===== src/rtl/stream_const_matcher_pkg.sv =====
// Shared definitions for the stream constant matcher: compare modes and FSM states.
package stream_const_matcher_pkg;

   // Compare mode codes; code 3 is reserved and behaves as EQ.
   localparam logic [1:0] CMP_EQ = 2'd0;
   localparam logic [1:0] CMP_LT = 2'd1;
   localparam logic [1:0] CMP_GT = 2'd2;

   typedef enum logic [0:0] {
      ST_IDLE = 1'b0,
      ST_HIT  = 1'b1
   } state_e;

endpackage


===== src/rtl/stream_const_matcher_compare.sv =====
// Combinational masked unsigned compare of a sample against the reference.
module masked_compare
   import stream_const_matcher_pkg::*;
#(
   parameter int unsigned WIDTH = 4
) (
   input  logic [WIDTH-1:0] data,
   input  logic [WIDTH-1:0] ref_val,
   input  logic [WIDTH-1:0] mask,
   input  logic [1:0]       mode,
   output logic             result
);

   logic [WIDTH-1:0] data_m;
   logic [WIDTH-1:0] ref_m;

   assign data_m = data & mask;
   assign ref_m  = ref_val & mask;

   // Select the comparison operator; reserved mode falls back to equality.
   always_comb begin
      result = 1'b0;
      unique case (mode)
         CMP_LT:  result = (data_m < ref_m);
         CMP_GT:  result = (data_m > ref_m);
         default: result = (data_m == ref_m);
      endcase
   end

endmodule


===== src/rtl/stream_const_matcher.sv =====
// Matches a valid-qualified sample stream against a programmable reference, requires
// RUN_LEN consecutive matches before pulsing hit, and counts hits with saturation.
module stream_const_matcher
   import stream_const_matcher_pkg::*;
#(
   parameter int unsigned   WIDTH       = 4,
   parameter logic [WIDTH-1:0] REF_DEFAULT = WIDTH'(3),
   parameter int unsigned   RUN_LEN     = 3,
   parameter int unsigned   CNT_W       = 8
) (
   input  logic             clk,
   input  logic             rst_n,
   input  logic             cfg_load,
   input  logic [WIDTH-1:0] cfg_ref,
   input  logic [WIDTH-1:0] cfg_mask,
   input  logic [1:0]       cfg_mode,
   input  logic             cnt_clr,
   input  logic             in_valid,
   input  logic [WIDTH-1:0] in_data,
   output logic             match,
   output logic             hit,
   output logic             active,
   output logic [CNT_W-1:0] hit_count
);

   localparam int unsigned     RUN_W    = $clog2(RUN_LEN + 1);
   // Run value at which the next match completes the run.
   localparam logic [RUN_W-1:0] RUN_LAST = RUN_W'(RUN_LEN - 1);

   logic [WIDTH-1:0] ref_q, mask_q;
   logic [1:0]       mode_q;
   state_e           state_q, state_d;
   logic [RUN_W-1:0] run_q, run_d;
   logic             match_q, match_d;
   logic             hit_q, hit_d;
   logic [CNT_W-1:0] cnt_q, cnt_d;
   logic             cmp;
   logic             accept;

   // A sample arriving alongside a config load is dropped.
   assign accept = in_valid & ~cfg_load;

   masked_compare #(
      .WIDTH (WIDTH)
   ) u_cmp (
      .data    (in_data),
      .ref_val (ref_q),
      .mask    (mask_q),
      .mode    (mode_q),
      .result  (cmp)
   );

   // Configuration registers.
   always_ff @(posedge clk) begin
      if (!rst_n) begin
         ref_q  <= REF_DEFAULT;
         mask_q <= '1;
         mode_q <= CMP_EQ;
      end else if (cfg_load) begin
         ref_q  <= cfg_ref;
         mask_q <= cfg_mask;
         mode_q <= cfg_mode;
      end
   end

   // Next-state logic for FSM, run counter, match, hit pulse and hit counter.
   always_comb begin
      state_d = state_q;
      run_d   = run_q;
      hit_d   = 1'b0;
      match_d = match_q;
      cnt_d   = cnt_q;

      if (cfg_load) begin
         state_d = ST_IDLE;
         run_d   = '0;
      end else if (accept) begin
         match_d = cmp;
         unique case (state_q)
            ST_IDLE: begin
               if (!cmp) begin
                  run_d = '0;
               end else if (run_q == RUN_LAST) begin
                  state_d = ST_HIT;
                  hit_d   = 1'b1;
                  run_d   = '0;
               end else begin
                  run_d = run_q + 1'b1;
               end
            end
            ST_HIT: begin
               if (!cmp) begin
                  state_d = ST_IDLE;
                  run_d   = '0;
               end
            end
            default: begin
               state_d = ST_IDLE;
               run_d   = '0;
            end
         endcase
      end

      // Clear wins over a coincident increment.
      if (cnt_clr) begin
         cnt_d = '0;
      end else if (hit_d && (cnt_q != '1)) begin
         cnt_d = cnt_q + 1'b1;
      end
   end

   // State registers.
   always_ff @(posedge clk) begin
      if (!rst_n) begin
         state_q <= ST_IDLE;
         run_q   <= '0;
         match_q <= 1'b0;
         hit_q   <= 1'b0;
         cnt_q   <= '0;
      end else begin
         state_q <= state_d;
         run_q   <= run_d;
         match_q <= match_d;
         hit_q   <= hit_d;
         cnt_q   <= cnt_d;
      end
   end

   assign match     = match_q;
   assign hit       = hit_q;
   assign active    = (state_q == ST_HIT);
   assign hit_count = cnt_q;

endmodule

===== config.mk =====
export PLATFORM = sky130hd
export DESIGN_NAME = stream_const_matcher
export DESIGN_NICKNAME = d
export VERILOG_FILES = /design/src/rtl/stream_const_matcher_pkg.sv /design/src/rtl/stream_const_matcher_compare.sv /design/src/rtl/stream_const_matcher.sv
export SDC_FILE = /design/constraint.sdc
export NUM_CORES = 1
export LEC_CHECK = 0
export CORE_AREA = 10 10 64 66
export CTS_CLUSTER_DIAMETER = 50
export CTS_CLUSTER_SIZE = 30
export DETAILED_ROUTE_END_ITERATION = 16
export DIE_AREA = 0 0 74 76
export MAX_ROUTING_LAYER = met4
export PLACE_DENSITY = 0.76
export SYNTH_ARGS = -nofsm -noshare
export SYNTH_HDL_FRONTEND = slang
export SYNTH_HIERARCHICAL = 1
export SYNTH_SLANG_ARGS = --single-unit

===== constraint.sdc =====
create_clock -name clk -period 3.1 [get_ports clk]
set_input_delay 0.93 -clock clk [delete_from_list [all_inputs] [get_ports clk]]
set_output_delay 0.93 -clock clk [all_outputs]
set_load 0.05 [all_outputs]

==> flow_summary_export.csv, run 1 <==
group,metric,value,unit
detailed_routing,drt_iter0_drc,35,
cts,cts_tree,"done",
sta,period_share,95.8,%
detailed_routing,via_count,1061,
power,power.density,335,nW/um2
power,comb_power_share,18.0,%
critical_path,critPathCaptureType,"flip-flop",
sta,slew_headroom,66.1,%
cts,htreeDepth,1,
yosys,ys_ff_latch,23,
sta,min_period,2970,ps
yosys,synth_ff_type,"dfxtp_1",
yosys,syn_area,1190,um2
yosys,synth_top_cell_by_area,"dfxtp_1",
floorplan,die_area,5620,um2
detailed_routing,routed_wl,2900,um
detailed_routing,drc,0,
finish,area.sequential,460,um2
status,status,"finished clean",
finish,antenna_cells,0,
power,p_int,409,uW
run,maxCapViolations,0,
power,swShare,24.6,%
power,leakagePower,0.000634,uW
sta,drv_slew,0,
finish,area_growth_syn_to_layout,35.6,%
floorplan,num_io_pins,30,
cts,cts_root_buf,"clkbuf_4",
cts,numCtsBuffers,3,
finish,multi_input_area,743,um2
yosys,synth_most_common_cell,"dfxtp_1",
critical_path,startpoint_type,"input port",
floorplan,start_util,40.8,%
detailed_routing,routed_via_density,5.33,
sta,worstMarginPinSlew,507,ps
yosys,yosysTopAreaCellShare,38.5,%
critical_path,cp_max_fo,4,
cts,cts_num_sinks,23,
worst_hold_path,worstHoldPathType,"flip-flop to flip-flop",
yosys,yosysWarnings,6,
cts,clk_pin_slew_worst_paths,110,ps
finish,drive_gt1_share,10.2,%
critical_path,cp_data_required_time,3290,ps
critical_path,critPathKind,"input port to flip-flop",
global_routing,grt.overflow.total,0,
power,ir_drop,286,uV
finish,n_fill_cell,266,
yosys,synth.avg_cell_area,9.12,um2
power,pwr-share-clk,24.9,%
global_routing,grt_usage,10.3,%
detailed_routing,wire_per_inst,14.6,um
sta,finalSetupViolations,0,
sta,hold_ws,480,ps
yosys,synth_edf_count,0,
yosys,synth_area_leaders,"dfxtp_1 (39%), mux2i_1 (8.4%), ha_1 (7.3%), nand2_1 (6.6%), nor2b_1 (4.2%)",
floorplan,die_w,74,um
detailed_routing,drt_pass1_iterations,4,
placement,routabilityCongestion,0.810,
yosys,postSynthCellCount,131,
global_routing,grt_max_degree,16,
yosys,synth_fp_nets,157,
placement,dpl.hpwl,2200,um
sta,rsz0062_at_grt,"false",
yosys,ys_types,34,
placement,placement.io_buffers,29,
floorplan,die_h,76,um
cts,clock_latency,310,ps
sta,skew,9.61,ps
global_routing,antenna_found_initial,0,
critical_path,arrival,3160,ps
floorplan,core,2930,um2
global_routing,grt_pass1_vias,1044,
yosys,ys_seq_area_share,38.5,%
yosys,async_flop_share,0,%
sta,hold_viol,0,
critical_path,rrSetupSlack,670,ps
finish,nets,193,
sta,fmax,337,MHz
cts,clockBufferDepth,2,
floorplan,rows,20,
yosys,yosys-top-cells-count,"dfxtp_1 (23), nand2_1 (21), mux2i_1 (10), nor2b_1 (8), ha_1 (7)",
sta,totalNegativeSetupSlack,0,ps
power,power_frac_seq,57.1,%
detailed_routing,drtAntennaViolNets,0,
cts,ctsHoldBuffers,0,
global_routing,grt_pass1_wl,4660,um
power,power.switching,133,uW
-- cell families after synthesis --
| logic type | Yosys count | synth area share, % |
|---|---|---|
| AO/OA/AOI/OAI | 21 | 14.1 |
| XOR/XNOR | 1 | 0.733 |
| adder cells (fa/ha/maj) | 7 | 7.33 |
| buffers and inverters | 6 | 2.72 |
| flip-flops | 23 | 38.5 |
| multiplexers | 10 | 8.38 |
| AND/OR/NAND/NOR | 63 | 28.2 |
-- stage by stage --
step	total power, uW	instances	util (%)	setup slack, ps	instance area (um2)
2_1_floorplan	365	131	-	56.2	1190
3_3_place_gp	403	194	52.6	-276	1540
3_5_place_dp	406	194	52.6	-355	1540
4_1_cts	543	198	53.7	21.9	1570
5_1_grt	571	199	55.3	18.8	1620
6_report	543	199	55.3	131	1620
-- cells in the final DEF (no fill, tap or decap), types with 5 or more instances in the layout --
cell type / n
a211oi_1: 5
a21oi_1: 5
and2_1: 5
buf_4: 5
clkdlybuf4s50_1: 28
dfxtp_1: 23
ha_1: 7
mux2i_1: 10
nand2_1: 21
nand3_1: 5
nor2b_1: 7
-- cell type report --
| cell class | instances | area share [%] |
|---|---|---|
| multi-input combinational | 102 | 45.9 |
| sequential | 23 | 28.4 |
| timing repair buffer | 35 | 21.1 |
| tap | 33 | 2.55 |
| clock buffer | 4 | 1.62 |
| inverter | 2 | 0.463 |
-- timing repair --
| item | 4_1_cts | 5_1_grt |
|---|---|---|
| pin swaps | 0 | 8 |
| gates resized for setup | 2 | 8 |
| hold endpoints to repair | 0 | 0 |
| setup buffers | 0 | 1 |
| setup endpoints to repair | 2 | 5 |
-- worst paths after layout --
path / depth (start not counted) / end / from
max reg2reg: 11 / hit_count[7]$_SDFFE_PP0P_ / mask_q[1]$_SDFFE_PN1P_
min reg2reg: 2 / match$_SDFFE_PN0P_ / match$_SDFFE_PN0P_
min: 2 / match$_SDFFE_PN0P_ / match$_SDFFE_PN0P_
max: 12 / hit_count[7]$_SDFFE_PP0P_ / in_data[3]
-- worst max-delay path: stages --
cell	delay [ps]
clkdlybuf4s50_1	390
and2_1	150
ha_1	320
nand4_1	140
nand2_1	70
a21oi_1	140
o31a_1	200
nand4bb_2	160
buf_6	170
nor4_4	250
nor2b_1	160
a211oi_1	80
-- flip-flops by register name (all words and copies together), names as in the netlist --
signal     count
hit_count      8
mask_q         4
ref_q          4
mode_q         2
run_q          2
active         1
hit            1
match          1
-- power groups by stage --
stage               Combinational [uW]  Sequential (uW)  Clock [uW]
floorplan                         48.4              317           0
global placement                  86.9              316           0
detailed placement                89.8              317           0
CTS                               90.8              310         142
global route                       108              311         152
finish                            97.6              310         135
-- metal layers --
metal | vias to the layer above | global-route usage [%] | share of wire [%]
met5 | - | - | 0
met4 | 0 | 3.92 | 1.5
met3 | 4 | 2.60 | 4.6
met2 | 23 | 16.5 | 50
met1 | 490 | 11.8 | 43
li1 | 544 | - | -
No activity file was read; power rests on OpenSTA's default activity.
==> inputs of run 2 (changes only) <==
--- a/config.mk
+++ b/config.mk
@@ -12,6 +12,7 @@
 export DIE_AREA = 0 0 74 76
 export MAX_ROUTING_LAYER = met4
 export PLACE_DENSITY = 0.76
+export REMOVE_ABC_BUFFERS = 1
 export SYNTH_ARGS = -nofsm -noshare
 export SYNTH_HDL_FRONTEND = slang
 export SYNTH_HIERARCHICAL = 1
==> flow_summary_export.csv, run 2 (synthesis gave the netlist of run 1 again) <==
group,metric,value,unit
detailed_routing,route.met2.wl,1400,um
floorplan,start_util,40.8,%
floorplan,rows,20,
power,power_frac_seq,56.8,%
power,power.switching,139,uW
cts,clock_latency,310,ps
global_routing,grt.overflow.total,0,
sta,hold_viol,0,
power,power.density,336,nW/um2
floorplan,die_h,76,um
detailed_routing,via_count,1067,
sta,drv_slew,0,
finish,n_fill_cell,279,
detailed_routing,drt_pass1_iterations,4,
finish,drive_gt1_share,10.9,%
finish,final_cell_area,1620,um2
global_routing,grt_pass1_wl,4900,um
finish,utilization,55.4,%
power,ir_drop,253,uV
cts,cts_num_sinks,23,
finish,multi_input_area,758,um2
finish,area_growth_syn_to_layout,35.7,%
cts,ctsHoldBuffers,0,
detailed_routing,drtAntennaViolNets,0,
critical_path,critPathKind,"input port to flip-flop",
cts,cts_root_buf,"clkbuf_4",
cts,htreeDepth,1,
run,maxCapViolations,0,
detailed_routing,wire_per_inst,15.1,um
global_routing,antenna_found_initial,0,
global_routing,grt_pass1_vias,1084,
status,status,"finished clean",
global_routing,grt_max_degree,15,
finish,antenna_cells,0,
power,pwr-share-clk,25.8,%
sta,fmax,332,MHz
critical_path,slowest_delay,450,ps
critical_path,critPathTopFamily,"simple AND/OR/NAND/NOR gates",
placement,dpl.hpwl,2240,um
worst_hold_path,worstHoldPathType,"flip-flop to flip-flop",
power,comb_power_share,17.3,%
critical_path,cp_cell_sequence,"clkdlybuf4s50_1, and2_4, ha_4, nor2b_1, o211ai_1, and3_1, o31a_1, nand4bb_2, buf_4, nor4_4, nor2b_4, a211oi_2",
detailed_routing,drc,0,
detailed_routing,met1Wirelength,1390,um
sta,min_period,3010,ps
power,swShare,25.5,%
floorplan,core,2930,um2
finish,final_cell_mix,"clkdlybuf4s50_1 (29), dfxtp_1 (23), nand2_1 (21), mux2i_1 (10), nor2b_1 (7)",
cts,postCtsSetupRepairBufs,0,
cts,numCtsBuffers,3,
critical_path,cp_data_required_time,3310,ps
cts,cts_tree,"done",
sta,skew,2.98,ps
finish,stdcell_count,198,
placement,dp_slack,-358,ps
sta,period_share,97.1,%
placement,placed_cells,194,
critical_path,arrival,3220,ps
critical_path,critPathBufInv,2,
power,p_int,406,uW
power,leakagePower,0.000614,uW
finish,largest_register_ff_count,8,
detailed_routing,routed-wl-met3,193,um
global_routing,grt_usage,10.5,%
sta,slew_headroom,65.9,%
placement,routabilityCongestion,0.871,
cts,clk_pin_slew_worst_paths,120,ps
detailed_routing,topRoutingLayerUsed,"met3",
cts,clockBufferDepth,2,
finish,nets,192,
finish,area.sequential,460,um2
detailed_routing,drt_iter0_drc,44,
critical_path,cp_slowest_cell,"clkdlybuf4s50_1",
detailed_routing,routed_wl,2980,um
power,p_total,545,uW
sta,worstMarginPinSlew,510,ps
sta,finalSetupViolations,0,
critical_path,cp_max_fo,4,
sta,layout_setup_ws,90.7,ps
placement,dpl_cell_area,1540,um2
floorplan,num_io_pins,30,
detailed_routing,routed_via_density,5.39,
placement,placement.io_buffers,29,
floorplan,die_area,5620,um2
critical_path,startpoint_type,"input port",
critical_path,critPathCaptureType,"flip-flop",
floorplan,die_w,74,um
finish,layout_commonest_cell,"clkdlybuf4s50_1",
==> run 2: cell types whose count changed in the layout (fill, tap and decap cells not counted), sizes merged <==
cell	change
clkdlybuf4s50	+1
dlymetal6s2s	-1
buf	-1
==> run 2: worst reg2reg max path, cell delays in order, from the launching register on <==
cell,delay (ps)
dfxtp_1,370
nand2_1,100
ha_4,250
nor2b_1,120
o211ai_1,220
and3_1,200
o31a_1,170
nand4bb_2,120
buf_4,180
nor4_4,240
nor2b_4,200
a211oi_2,70
==> run 2: routing by layer <==
layer / track usage, % / vias to the layer above
li1: - / 542
met1: 12.3 / 490
met2: 16.7 / 35
met3: 3.91 / 0
met4: 2.24 / 0
met5: - / -
==> run 2: final timing paths <==
path,from,endpoint,slack [ps],cells after the start
max,in_data[1],hit_count[7]$_SDFFE_PP0P_,90,12
max reg2reg,mask_q[1]$_SDFFE_PN1P_,hit_count[7]$_SDFFE_PP0P_,770,11
min,match$_SDFFE_PN0P_,match$_SDFFE_PN0P_,490,2
min reg2reg,match$_SDFFE_PN0P_,match$_SDFFE_PN0P_,490,2
==> run 2: what timing repair did <==
action | in CTS | in global routing
endpoints found under the hold margin | 0 | 0
pin swaps | 0 | 7
setup endpoints to repair | 2 | 4
gates resized for setup | 2 | 8
==> run 2: metrics by stage <==
stage / TNS, ps / hold slack [ps]
after detailed placement: -2220 / 468
after floorplan: 0 / 432
final: 0 / 485
after global placement: -1640 / 447
after CTS: 0 / 496
after global routing: -1.41 / 518
==> run 2: power groups by stage <==
| stage | clock [uW] | combinational [uW] | sequential [uW] |
|---|---|---|---|
| 2_1_floorplan | 0 | 44.0 | 317 |
| 5_1_grt | 161 | 104 | 312 |
| 3_5_place_dp | 0 | 90.5 | 317 |
| 6_report | 141 | 94.6 | 310 |
| 4_1_cts | 146 | 91.5 | 310 |
| 3_3_place_gp | 0 | 88.3 | 316 |
==> run 2: layout make-up <==
cell class	instances	area share (%)
multi-input cells	102	46.8
clock buffers	4	1.62
inverters	2	0.463
flip-flops and latches	23	28.4
repair buffers	34	20.2
well taps	33	2.55
==> variant: new RTL, flow settings as in run 2 <==
`WIDTH` is set to 4 in 2 places; all go to 6.
--- a/src/rtl/stream_const_matcher_compare.sv
+++ b/src/rtl/stream_const_matcher_compare.sv
@@ -3,5 +3,5 @@
    import stream_const_matcher_pkg::*;
 #(
-   parameter int unsigned WIDTH = 4
+   parameter int unsigned WIDTH = 6
 ) (
    input  logic [WIDTH-1:0] data,
--- a/src/rtl/stream_const_matcher.sv
+++ b/src/rtl/stream_const_matcher.sv
@@ -4,5 +4,5 @@
    import stream_const_matcher_pkg::*;
 #(
-   parameter int unsigned   WIDTH       = 4,
+   parameter int unsigned   WIDTH       = 6,
    parameter logic [WIDTH-1:0] REF_DEFAULT = WIDTH'(3),
    parameter int unsigned   RUN_LEN     = 3,
Ports: changed (resized cfg_mask, cfg_ref and in_data); port bits go from 30 to 36. No check against the original RTL was run, so the function may have changed too.
==> variant against run 2 <==
Critical endpoint unchanged. Power increased by 20%. Global-route usage increased by 1.8 points. Area after synthesis increased by 18%. Sequential cell count increased by 4. Clock skew increased by 0.0012 ns. Setup slack improved by 0.078 ns. Final cell count increased by 15%. Non-clock buffer count increased by 9. Final area increased by 20%. Largest power group unchanged. Count of clock-buffer cells in the layout unchanged. Wire length increased by 13%. Critical path depth decreased by 1. Clock power increased by 13%.
==> variant: results (changes against run 2) <==
Status -> completed
Postcts setup bufs -> 0 (unchanged)
M1 WL -> 1470 um (+5.4%)
GR Layer Usage met3 -> 2.86% (-1.0 points)
Port Buf Inserts -> 35 (+21%)
Wire length on met2 -> 1620 um (+16%)
Post-synth EDFFs -> 0 (unchanged)
Largest net degree at the start of global routing -> 16 (+1)
Hold Path Origin -> ref_q[0]$_SDFFE_PN1P_
Ys async rst share -> 0% (unchanged)
Met2 Use GR -> 19.5% (+2.7 points)
R2r setup slk -> 0.60 ns (-0.17 ns)
Dominant cells by area after synthesis -> dfxtp_1 38%, mux2i_1 11%, ha_1 8.0%, nand2_1 4.8%, nor2b_1 4.4%
Final hold slack -> 0.509 ns (+0.0238 ns)
Reg2reg path depth -> 10 (-1)
Root buffer cell -> clkbuf_4
Hold path endpoint -> ref_q[0]$_SDFFE_PN1P_
CP startpoint -> in_data[1]
Worst path slowest cell -> or4_1
CTS H-Tree Depth -> 1 (unchanged)
Sw frac -> 26.1% (+0.66 points)
Fmax -> 0.341 GHz (+2.6%)
Tot Pwr -> 0.000656 W (+20%)
Gr usage total -> 12.3% (+1.8 points)
Vias after detailed routing -> 1296 (+21%)
Critical path data arrival time -> 3.18 ns (-0.04 ns)
Pre-CTS setup slack -> -0.431 ns (-0.0727 ns)
Slew @ Worst Pin -> 0.513 ns (+0.00253 ns)
Highest metal used -> met4
First-pass GRT wire length -> 5690 um (+16%)
Routability cong. -> 0.804 (-7.8%)
Clock Latency Late Sink -> 0.33 ns (+0.02 ns)
Most instantiated cells after synthesis -> 27 x dfxtp_1, 18 x nand2_1, 16 x mux2i_1, 10 x nor2b_1
Iteration-0 DRC Markers -> 90 (+100%)
DP Wirelength -> 2700 um (+20%)
Maximum vdd ir drop -> 0.236 mV (-6.4%)
Placed Cells incl. Taps -> 224 (+15%)
Layout Skew -> 0.00413 ns (+0.00115 ns)
Clk buf depth -> 2 (unchanged)
Final cell count without fillers -> 228 (+15%)
Met1 usage -> 14.4% (+2.1 points)
Worst-path clk slew -> 0.15 ns (+0.03 ns)
Share of layout cells above drive strength 1 -> 11.8% (+0.89 points)
Final WL -> 3380 um (+13%)
Post-synthesis sequential area ratio -> 38.3% (-0.24 points)
Leak -> 0.793 nW (+29%)
Initial antenna violation count -> 0 (unchanged)
Routed wl met3 -> 217 um (+12%)
Crit Reg-Reg Startpoint -> mask_q[3]$_SDFFE_PN1P_
DP Area -> 1830 um2 (+19%)
Critical path fanouts, max -> 3 (-1)
Syn Inst Count -> 153 (+17%)
Clk power -> 0.000160 W (+13%)
Post-synthesis cell type count -> 38 (+12%)
Combinational power -> 0.000130 W (+37%)
CTS Buf Count -> 3 (unchanged)
Cell count of the worst hold path -> 2 (unchanged)
variant: changes by cell type after synthesis, moves of 3 or more:
cell,change
nand2_1,-3
and2_1,+4
a211oi_1,-4
dfxtp_1,+4
mux2i_1,+6
o21ai_0,+3
variant: logic make-up after synthesis:
logic type | count (synthesis) | synth area share, %
compound gates | 25 | 11.6
fa+ha+maj | 9 | 7.98
buf+inv | 9 | 3.10
flops | 27 | 38.3
mux | 16 | 11.3
simple gates | 67 | 27.7
variant: repair_timing:
item	4_1_cts	5_1_grt
pin swaps	15	10
resized for setup	6	12
cloned	0	0
hold buffers	0	0
setup endpoints to repair	5	8
variant: layout make-up:
| cell class | instances | area (um2) |
|---|---|---|
| sequential | 27 | 541 |
| clock buffer | 4 | 26.3 |
| inverter | 4 | 15.0 |
| timing repair buffer | 43 | 423 |
| tap | 33 | 41.3 |
| multi-input combinational | 117 | 893 |
| fill | 262 | 988 |
